--- config.mk ---
export PLATFORM = sky130hd
export DESIGN_NAME = sram_arbiter
export DESIGN_NICKNAME = d
export VERILOG_FILES = /design/src/rtl/sram_arbiter_pkg.sv /design/src/rtl/sram_arbiter.sv
export SDC_FILE = /design/constraint.sdc
export NUM_CORES = 1
export LEC_CHECK = 0
export ABC_AREA = 1
export BUFFER_PORTS_ARGS = -buffer_cell sky130_fd_sc_hd__buf_2
export CORE_AREA = 2 2 122 124
export DETAILED_ROUTE_END_ITERATION = 6
export DIE_AREA = 0 0 124 126
export HOLD_SLACK_MARGIN = 0.15
export PLACE_DENSITY_LB_ADDON = 0.08
export SLEW_MARGIN = 20
export SYNTH_ARGS = -nofsm -noshare
export SYNTH_HDL_FRONTEND = slang
export SYNTH_SLANG_ARGS = --single-unit
--- constraint.sdc ---
create_clock -name clk_i -period 1.6 [get_ports clk_i]
set_clock_uncertainty 0.2 [all_clocks]
set_input_delay 0.24 -clock clk_i [delete_from_list [all_inputs] [get_ports clk_i]]
set_output_delay 0.24 -clock clk_i [all_outputs]
set_load 0.005 [all_outputs]
--- src/rtl/sram_arbiter_pkg.sv ---
// Shared definitions for the unified-memory arbiter: FSM states, owner
// encodings and counter widths.
package sram_arbiter_pkg;

    typedef enum logic {
        StIdle = 1'b0,
        StBusy = 1'b1
    } arb_state_e;

    localparam logic ArbOwnerInst = 1'b0;
    localparam logic ArbOwnerData = 1'b1;

    localparam int unsigned CntW = 4;
    localparam logic [CntW-1:0] CntMax = '1;

endpackage

--- src/rtl/sram_arbiter.sv ---
// Arbitrates one single-port synchronous SRAM between the fetch and data requesters
// using a req/addr_ok/data_ok handshake with a single outstanding transaction.
module sram_arbiter
    import sram_arbiter_pkg::*;
#(
    parameter int unsigned MEM_LAT    = 1,
    parameter int unsigned STARVE_MAX = 4
) (
    input  logic        clk_i,
    input  logic        resetn_i,
    input  logic        inst_req_i,
    input  logic        inst_wr_i,
    input  logic [3:0]  inst_wstrb_i,
    input  logic [31:0] inst_addr_i,
    input  logic [31:0] inst_wdata_i,
    output logic        inst_addr_ok_o,
    output logic        inst_data_ok_o,
    output logic [31:0] inst_rdata_o,
    input  logic        data_req_i,
    input  logic        data_wr_i,
    input  logic [3:0]  data_wstrb_i,
    input  logic [31:0] data_addr_i,
    input  logic [31:0] data_wdata_i,
    output logic        data_addr_ok_o,
    output logic        data_data_ok_o,
    output logic [31:0] data_rdata_o,
    output logic        mem_en_o,
    output logic [3:0]  mem_we_o,
    output logic [31:0] mem_addr_o,
    output logic [31:0] mem_wdata_o,
    input  logic [31:0] mem_rdata_i,
    output logic        arb_owner_o
);

    localparam logic [CntW-1:0] LatInit   = CntW'(MEM_LAT);
    localparam logic [CntW-1:0] StarveLim = CntW'(STARVE_MAX);
    localparam logic [CntW-1:0] CntOne    = CntW'(1);

    arb_state_e      state_q, state_d;
    logic            owner_q, owner_d;
    logic            cur_wr_q, cur_wr_d;
    logic [CntW-1:0] lat_cnt_q, lat_cnt_d;
    logic [CntW-1:0] starve_cnt_q, starve_cnt_d;

    logic resp, eligible, grant_inst, grant_data;

    always_comb begin
        resp       = (state_q == StBusy) && (lat_cnt_q == CntOne);
        // Gating with reset forces every combinational output low while reset is held.
        eligible   = resetn_i && ((state_q == StIdle) || resp);
        grant_inst = eligible && inst_req_i && (!data_req_i || (starve_cnt_q >= StarveLim));
        grant_data = eligible && data_req_i && !grant_inst;
    end

    always_comb begin
        inst_addr_ok_o = grant_inst;
        data_addr_ok_o = grant_data;
        mem_en_o       = grant_inst || grant_data;
        mem_we_o       = '0;
        mem_addr_o     = '0;
        mem_wdata_o    = '0;
        if (grant_inst) begin
            mem_we_o    = inst_wr_i ? inst_wstrb_i : 4'b0000;
            mem_addr_o  = inst_addr_i;
            mem_wdata_o = inst_wdata_i;
        end else if (grant_data) begin
            mem_we_o    = data_wr_i ? data_wstrb_i : 4'b0000;
            mem_addr_o  = data_addr_i;
            mem_wdata_o = data_wdata_i;
        end
        inst_data_ok_o = resp && (owner_q == ArbOwnerInst);
        data_data_ok_o = resp && (owner_q == ArbOwnerData);
        inst_rdata_o   = (inst_data_ok_o && !cur_wr_q) ? mem_rdata_i : '0;
        data_rdata_o   = (data_data_ok_o && !cur_wr_q) ? mem_rdata_i : '0;
        arb_owner_o    = owner_q;
    end

    always_comb begin
        state_d      = state_q;
        owner_d      = owner_q;
        cur_wr_d     = cur_wr_q;
        lat_cnt_d    = lat_cnt_q;
        starve_cnt_d = starve_cnt_q;

        if (grant_inst || grant_data) begin
            state_d   = StBusy;
            lat_cnt_d = LatInit;
            owner_d   = grant_data ? ArbOwnerData : ArbOwnerInst;
            cur_wr_d  = grant_data ? data_wr_i : inst_wr_i;
        end else if (state_q == StBusy) begin
            lat_cnt_d = lat_cnt_q - CntOne;
            if (resp) begin
                state_d = StIdle;
            end
        end

        // Counts data wins taken while fetch is waiting.
        if (!inst_req_i || grant_inst) begin
            starve_cnt_d = '0;
        end else if (grant_data && (starve_cnt_q != CntMax)) begin
            starve_cnt_d = starve_cnt_q + CntOne;
        end
    end

    always_ff @(posedge clk_i or negedge resetn_i) begin
        if (!resetn_i) begin
            state_q      <= StIdle;
            owner_q      <= ArbOwnerInst;
            cur_wr_q     <= 1'b0;
            lat_cnt_q    <= '0;
            starve_cnt_q <= '0;
        end else begin
            state_q      <= state_d;
            owner_q      <= owner_d;
            cur_wr_q     <= cur_wr_d;
            lat_cnt_q    <= lat_cnt_d;
            starve_cnt_q <= starve_cnt_d;
        end
    end

endmodule
* Word level (Yosys, flattened, before mapping) *
Index checks and enable logic that the tools add are counted.
Widths: inputs -> output; s select.

word-level totals
  word-level logic and storage cells = 52
  register bits = 11
  output and inout bits = 138
  input bits = 174

cells by class
  add/subtract/negate cells = 2
  order comparisons = 1
  reduce and logical (&&, ||, !) cells = 21
  equal/unequal tests = 2
  bitwise operators = 2
  muxes and demuxes = 19

operators by type and width
  cell                 count
  $mux 32              6
  $mux 4               8
  $logic_and 1x1->1    11
  $mux 1               5
  $add 4x1->4 const B  1
  $eq 4x1->1 const B   1
  $ge 4x3->1 const B   1
  $logic_not 1->1      4
  $logic_or 1x1->1     4
  $ne 4x4->1 const B   1
  $reduce_bool 2->1    2
  $sub 4x1->4 const B  1
  $not 1->1            2

* Longest topological paths before layout *
Gate-level depths: netlist of run 1.

  depth in word-level cells = 11
  depth in mapped cells = 10
  gate-level depth less buffers = 9

* Worst setup path after synthesis of run 1 *
Ideal clock, no wire load.

  kind = reg2out
  start point = register lat_cnt_q[1]
  end point = output port mem_we_o[0]
  arrival time = 1.289 ns
  buffers on the path = 1
  data required time = 1.160 ns
  setup slack = -0.129 ns
  stages on the path, launching flop included = 10
  cells stage by stage = dfrtp_1 -> inv_1 -> ha_1 -> nand2_1 -> nand2_2 -> nand2_1 -> nor2_4 -> buf_2 -> nand3_1 -> nand2_1

on the way
  word-level cells in the longest chain between the ends = 10
  elaborated cells between the ends (all ways) = 11
  those cells by class = eq/ne (1); mux (2); reduce/logical (8)

ends and longest elaborated chain
  what                             RTL line             RTL
  start: declaration               sram_arbiter.sv:42   logic [CntW-1:0] lat_cnt_q, lat_cnt_d;
  start signal: assignment         sram_arbiter.sv:116  lat_cnt_q <= lat_cnt_d;
  $eq 4x1->1 (*)                   sram_arbiter.sv:48   resp = (state_q == StBusy) && (lat_cnt_q == CntOne);
  $logic_and 1x1->1 (*)            sram_arbiter.sv:48
  $logic_or 1x1->1 (*)             sram_arbiter.sv:50   eligible = resetn_i && ((state_q == StIdle) || resp);
  $logic_and 1x1->1 (*)            sram_arbiter.sv:50
  $logic_and 1x1->1 (2 in series)  sram_arbiter.sv:51   grant_inst = eligible && inst_req_i && (!data_req_i || (starve_cnt_q >= StarveLim));
  $logic_not 1->1                  sram_arbiter.sv:52   grant_data = eligible && data_req_i && !grant_inst;
  $logic_and 1x1->1                sram_arbiter.sv:52
  $mux 4                           sram_arbiter.sv:66   end else if (grant_data) begin
  $mux 4 (*)                       sram_arbiter.sv:62   if (grant_inst) begin
  end: declaration                 sram_arbiter.sv:28   output logic [3:0] mem_we_o,

Mark *: on every way between the ends. The rest lies on a longest branch, timed or not.

* Final worst setup path of run 1 *
  start point = register lat_cnt_q[1]
  end point = output port data_rdata_o[13]

on the way
  word-level cells in the longest chain between the ends = 5

ends and longest elaborated chain
  what               RTL line            RTL
  $eq 4x1->1         sram_arbiter.sv:48
  $logic_and 1x1->1  sram_arbiter.sv:48
  $logic_and 1x1->1  sram_arbiter.sv:72  data_data_ok_o = resp && (owner_q == ArbOwnerData);
  $logic_and 1x1->1  sram_arbiter.sv:74  data_rdata_o = (data_data_ok_o && !cur_wr_q) ? mem_rdata_i : '0;
  $mux 32            sram_arbiter.sv:74
  end: declaration   sram_arbiter.sv:26  output logic [31:0] data_rdata_o,

Every way passes these cells.

==> flow_metrics.env, run 1 <==
export IMPL_outcome="complete, but fails checks"
export IMPL_violations="negative setup slack"
export IMPL_synth_area_per_cell_um2=4.69
export IMPL_first_pass_iters=4
export IMPL_clock_latency_ps=240
export IMPL_grt_total_usage=0.140
export IMPL_dpl_worst_slack_ps=-400
export IMPL_clock_power_share=0.124
export IMPL_finalPower_mw=3.66
export IMPL_cp_end_kind="output port"
export IMPL_antenna_left=0
export IMPL_layout_drive_gt1_share=0.631
export IMPL_synth_compound_area_frac=0.0183
export IMPL_p_int_mw=2.14
export IMPL_yosysWarnings=0
export IMPL_clockBufferDepth=2
export IMPL_yosysSeqAreaShare=0.144
export IMPL_p_leak_nw=3.28
export IMPL_rrSetupSlack_ps=-220
export IMPL_ys_types=19
export IMPL_die_area_mm2=0.0156
export IMPL_worstMarginPinSlew_ps=213
export IMPL_required_ps=1160
export IMPL_synth_top_area_share=0.432
export IMPL_h_tree_depth=1
export IMPL_p_per_area_mw_per_mm2=724
export IMPL_synthAdderAreaFrac=0.0196
export IMPL_vdd_ir_drop_max_mv=0.322
export IMPL_synth_xor_area_frac=0.00458
export IMPL_grt_overflow_total=0
export IMPL_hp_class="primary input to flop"
export IMPL_fmax_ghz=0.460
export IMPL_start_kind="flop"
export IMPL_path_clk_slew_ps=40
export IMPL_core_area_mm2=0.0143
export IMPL_place_gp_congestion=0.912
export IMPL_drt_wl_total_mm=13.2
export IMPL_timing_rr_start="lat_cnt_q[1]$_DFFE_PN0P_"
export IMPL_cp_max_fo=8
export IMPL_crit_slowest_cell="dfrtp_1"
export IMPL_maxSlewHeadroom=0.857
export IMPL_nNetsFinal=945
export IMPL_grt_setup_unrepaired="true"
export IMPL_synth_seq_cells=11
export IMPL_path_cells="inv_2, ha_4, nand2_4, buf_4, nor2_4, nand2_2, inv_2, nand2_4, clkbuf_16, nor2_4, buf_2"
export IMPL_cts_buffers=3
export IMPL_layout_commonest_cell="buf_2"
export IMPL_rr_endpoint="starve_cnt_q[0]$_DFFE_PN0P_"
export IMPL_seqPwrFrac=0.122
export IMPL_finalHoldViolCount=0
export IMPL_cts_root_buf="clkbuf_16"
export IMPL_critPathTopFamily="buffers and inverters"
export IMPL_min_period_over_period=1.36
export IMPL_synthCells=407
export IMPL_drc_errors=0
export IMPL_layout_common_cells="297 x buf_2, 167 x nand2_1, 49 x inv_1"
export IMPL_rr_worst_depth=12
export IMPL_arrival_ps=1730
export IMPL_vias=3787
export IMPL_yosys_top_cells_area="nand2_1 43%, dfrtp_1 14%, nor2_1 14%"
export IMPL_min_path_cells=4
export IMPL_switchingPower_mw=1.52
export IMPL_syn_nets=584
export IMPL_yosysTopAreaCell="nand2_1"
export IMPL_viasPerCell=3.97
export IMPL_wl_per_cell_um=13.9
export IMPL_num_rows=44
export IMPL_critical_path_class="flop to output port"
export IMPL_pin_count=312
export IMPL_swShare=0.415
export IMPL_grt_antenna_before_repair=1
export IMPL_port_buffers=311
export IMPL_setup_viol_count_final=143
export IMPL_hpwl_mm=9.47
export IMPL_synth_mux_area_frac=0
export IMPL_cts_sinks=11
export IMPL_synth_area_mm2=0.00191
export IMPL_dieWidth_um=124
export IMPL_cp_num_buf_inv=5
export IMPL_area_delta_synth_final_pct=164
export IMPL_initial_utilization=0.133
export IMPL_holdPathEnd="starve_cnt_q[2]$_DFFE_PN0P_"
export IMPL_grt_pass1_vias=3422
export IMPL_worstHoldStart="data_req_i"
export IMPL_synth_top_family_by_area="simple AND/OR/NAND/NOR gates"
export IMPL_dieHeight_um=126
export IMPL_synth_simple_gate_area_frac=0.635
export IMPL_maxCapViolCount=0
export IMPL_finalWorstSetupSlack_ps=-575
export IMPL_drt_iter0_drc=84
export IMPL_p_comb_frac=0.754
export IMPL_max_stage_delay_ps=380
export IMPL_period_minus_slack_ps=2170
export IMPL_crit_start="lat_cnt_q[1]$_DFFE_PN0P_"
export IMPL_slew_violations=0
export IMPL_cts_tree="built"
export IMPL_grt_pass1_wl_mm=17.1
export IMPL_grt_max_degree=33
[routing by layer]
metal	routed length (um)	global-route usage	part of all wire
met4	170	0.0284	0.013
met5	0	0	0
met1	4560	0.147	0.34
met2	7450	0.285	0.56
met3	1060	0.0217	0.080
[what timing repair did]
item / 4_1_cts / 5_1_grt
gates resized for setup: 33 / 135
setup buffers: 14 / 9
hold buffers: 3 / 0
endpoints found under the setup margin: 145 / 146
pin swaps: 2 / 37
gates cloned: 6 / 8
hold endpoints to repair: 12 / 0
[state kept, by name, indices dropped and copies added (netlist names)]
register	cells
lat_cnt_q	4
starve_cnt_q	4
arb_owner_o	1
cur_wr_q	1
state_q	1
[tightest hold or removal path, stage by stage]
cell	delay, ps
buf_2	100
buf_4	160
nand4_1	110
a21oi_2	50
[final cells by class]
type	count	area [um^2]
clock buffer	4	78.8
inverter	54	203
fill	1573	9260
timing repair buffer	376	2500
tap	184	230
multi-input combinational	322	1760
antenna	2	5.00
sequential	11	275
[logic make-up (layout without fill, tap and decap cells)]
kind of cell	after synthesis	after routing
and+or+nand+nor	311	311
buffers and inverters	74	434
DFF	11	11
AOI/OAI and AO/OA	7	7
adders and majority gates	3	3
xor gates and xnor gates	1	1
other	0	2
[worst max path at each step]
| stage | cells after the start | to | slack, ps |
|---|---|---|---|
| after floorplan | 9 | data_rdata_o[10] | -110 |
| after global placement | 11 | mem_addr_o[18] | -390 |
| after detailed placement | 10 | mem_addr_o[18] | -400 |
| after CTS | 11 | mem_wdata_o[7] | -630 |
| after global routing | 12 | mem_addr_o[6] | -650 |
| final | 11 | data_rdata_o[13] | -570 |
[per-stage QoR]
| stage | setup TNS, ps | instance area, um^2 | hold WS (ps) | cells | util |
|---|---|---|---|---|---|
| after global placement | -41150 | 3890 | 69.7 | 912 | 0.272 |
| after CTS | -71190 | 4410 | 254 | 939 | 0.308 |
| after detailed placement | -40970 | 3890 | 89.7 | 912 | 0.272 |
| after floorplan | -13400 | 1940 | -256 | 407 | - |
| final | -73020 | 5050 | 270 | 953 | 0.353 |
| after global routing | -84120 | 5050 | 290 | 952 | 0.353 |
[synth_stat cells, drive strengths merged]
cell type and number:
nor3 2, nand4 3, a21oi 4, nand2 222, inv 54, buf 20
nand3 12, xnor2 1, dfrtp 11, nor2 71, or2 1, ha 3
o21ai 3
[power groups by stage]
stage	clock network, mW	logic [mW]	registers, mW
2_1_floorplan	0	0.889	0.433
6_report	0.454	2.76	0.446
4_1_cts	0.465	2.33	0.436
3_3_place_gp	0	1.89	0.427
3_5_place_dp	0	1.88	0.430
5_1_grt	0.483	3.02	0.457
Note: power is estimated with default switching activity, not from simulation.
==> run 2, diff against run 1 <==
--- a/config.mk
+++ b/config.mk
@@ -12,6 +12,7 @@
 export DIE_AREA = 0 0 124 126
 export HOLD_SLACK_MARGIN = 0.15
 export PLACE_DENSITY_LB_ADDON = 0.08
+export REMOVE_ABC_BUFFERS = 1
 export SLEW_MARGIN = 20
 export SYNTH_ARGS = -nofsm -noshare
 export SYNTH_HDL_FRONTEND = slang
==> constraint.sdc (replaced) <==
create_clock -name clk_i -period 1.6 [get_ports clk_i]
set_clock_uncertainty 0.2 [all_clocks]
set_input_delay 0.24 -clock clk_i [delete_from_list [all_inputs] [get_ports clk_i]]
set_output_delay 0.24 -clock clk_i [all_outputs]
set_load 0.02 [all_outputs]
==> flow_metrics.env, run 2 (synthesis gave the netlist of run 1 again) <==
export IMPL_cts_root_buf="clkbuf_16"
export IMPL_drt_wl_total_mm=16.4
export IMPL_num_rows=44
export IMPL_h_tree_depth=1
export IMPL_grtUsageMet2=0.393
export IMPL_grt_setup_unrepaired="true"
export IMPL_p_per_area_mw_per_mm2=760
export IMPL_vias=3966
export IMPL_layout_drive_gt1_share=0.712
export IMPL_hpwl_mm=10.9
export IMPL_clockBufferDepth=2
export IMPL_finalHoldViolCount=0
export IMPL_first_pass_iters=4
export IMPL_fmax_ghz=0.440
export IMPL_worstHoldStart="data_wr_i"
export IMPL_finalWorstSetupSlack_ps=-671
export IMPL_period_minus_slack_ps=2270
export IMPL_place_gp_congestion=0.889
export IMPL_core_area_mm2=0.0143
export IMPL_fill_cells=1436
export IMPL_pin_count=312
export IMPL_fin_area_mm2=0.00654
export IMPL_required_ps=1160
export IMPL_outcome="complete, but fails checks"
export IMPL_crit_start="lat_cnt_q[1]$_DFFE_PN0P_"
export IMPL_hp_class="primary input to flop"
export IMPL_placed_cell_area_mm2=0.00386
export IMPL_dieWidth_um=124
export IMPL_critical_path_class="flop to output port"
export IMPL_violations="negative setup slack"
export IMPL_maxCapViolCount=0
export IMPL_drt_iter0_drc=83
export IMPL_wl_per_cell_um=17.1
export IMPL_grt_max_degree=28
export IMPL_cts_sinks=11
export IMPL_cp_end_kind="output port"
export IMPL_grt_total_usage=0.181
export IMPL_reg_largest_list="lat_cnt_q (4), starve_cnt_q (4)"
export IMPL_dieHeight_um=126
export IMPL_grt_pass1_wl_mm=21.1
export IMPL_p_leak_nw=3.67
export IMPL_min_period_over_period=1.42
export IMPL_slew_violations=0
export IMPL_viasPerCell=4.14
export IMPL_use_met1=0.160
export IMPL_vdd_ir_drop_max_mv=0.373
export IMPL_cts_buffers=3
export IMPL_finish_utilization=0.457
export IMPL_layout_commonest_cell="buf_2"
export IMPL_arrival_ps=1830
export IMPL_clock_latency_ps=240
export IMPL_grt_util_met3=0.0358
export IMPL_die_area_mm2=0.0156
export IMPL_cts_tree="built"
export IMPL_grt_overflow_total=0
export IMPL_layout_common_cells="177 x buf_2, 130 x nand2_1, 128 x buf_6"
export IMPL_timing_rr_start="lat_cnt_q[1]$_DFFE_PN0P_"
export IMPL_cp_max_fo=7
export IMPL_start_kind="flop"
export IMPL_maxSlewHeadroom=0.762
export IMPL_worstMarginPinSlew_ps=357
export IMPL_setup_viol_count_final=148
export IMPL_initial_utilization=0.133
export IMPL_antenna_left=0
export IMPL_port_buffers=311
export IMPL_grt_pass1_vias=3866
export IMPL_area_delta_synth_final_pct=242
export IMPL_drc_errors=0
export IMPL_nNetsFinal=950
export IMPL_grt_most_used_layer="met2"
export IMPL_grt_antenna_before_repair=3
export IMPL_path_clk_slew_ps=40
run 2: changes by cell type in the layout (fill, tap and decap cells not counted), moves of 8 or more:
cell | before | now
nand2_4 | 9 | 42
buf_6 | 21 | 128
buf_2 | 297 | 177
buf_16 | 4 | 12
nor2_4 | 26 | 67
nor2_1 | 33 | 2
nand2_1 | 167 | 130
nor2_2 | 12 | 2
run 2: what timing repair did:
item                                   in CTS  in global routing
pin swaps                                   9                 23
resized for setup                         336                228
setup endpoints to repair                 146                148
gates cloned                               14                  8
buffers inserted                           14                  8
hold buffers                                2                  2
endpoints found under the hold margin      12                 11
run 2: final timing paths:
| path | slack, ps | end | cells past startpoint |
|---|---|---|---|
| min in group asynchronous | 550 | state_q$_DFF_PN0_ | 4 |
| setup / recovery | -670 | mem_addr_o[22] | 11 |
| setup reg to reg | -330 | cur_wr_q$_DFFE_PN0P_ | 12 |
| max in group asynchronous | 460 | lat_cnt_q[2]$_DFFE_PN0P_ | 4 |
| hold reg to reg | 320 | starve_cnt_q[1]$_DFFE_PN0P_ | 2 |
| hold / removal | 190 | cur_wr_q$_DFFE_PN0P_ | 3 |
run 2: critical path: stages (launching register included):
cell and delay [ps]:
dfrtp_1 380, inv_2 90, ha_4 140, nand2_4 60
nand2_4 110, nand4_4 140, inv_8 130, buf_12 140
clkbuf_16 170, nand2_2 50, nand2_2 60, buf_6 110
run 2: layout make-up:
type / instances / area [um^2] / area share
Antenna cell: 3 / 7.51 / 0.00115
Clock buffer: 4 / 78.8 / 0.0121
Inverter: 54 / 215 / 0.0329
Multi-Input combinational cell: 322 / 2290 / 0.350
Sequential cell: 11 / 275 / 0.0421
Tap cell: 184 / 230 / 0.0352
Timing Repair Buffer: 381 / 3440 / 0.527
run 2: metal layers:
layer | part of all wire | vias up
li1 | - | 1932
met1 | 0.32 | 1808
met2 | 0.59 | 212
met3 | 0.080 | 14
met4 | 0.018 | 0
met5 | 0 | -
run 2: stage by stage:
stage	TNS [ps]	std cells	worst slack [ps]	hold WS, ps	power [mW]
after global routing	-97640	959	-747	234	5.27
final	-86320	959	-671	190	4.97
after global placement	-48850	910	-506	16.3	2.72
after detailed placement	-48580	910	-514	18.5	2.72
after floorplan	-104930	387	-854	-256	1.61
after CTS	-85430	944	-657	196	4.36
run 2: power breakdown:
group,internal [mW],switching (mW),total [mW]
Sequential,0.368,0.0826,0.451
Clock,0.334,0.120,0.454
Combinational,1.97,2.09,4.06
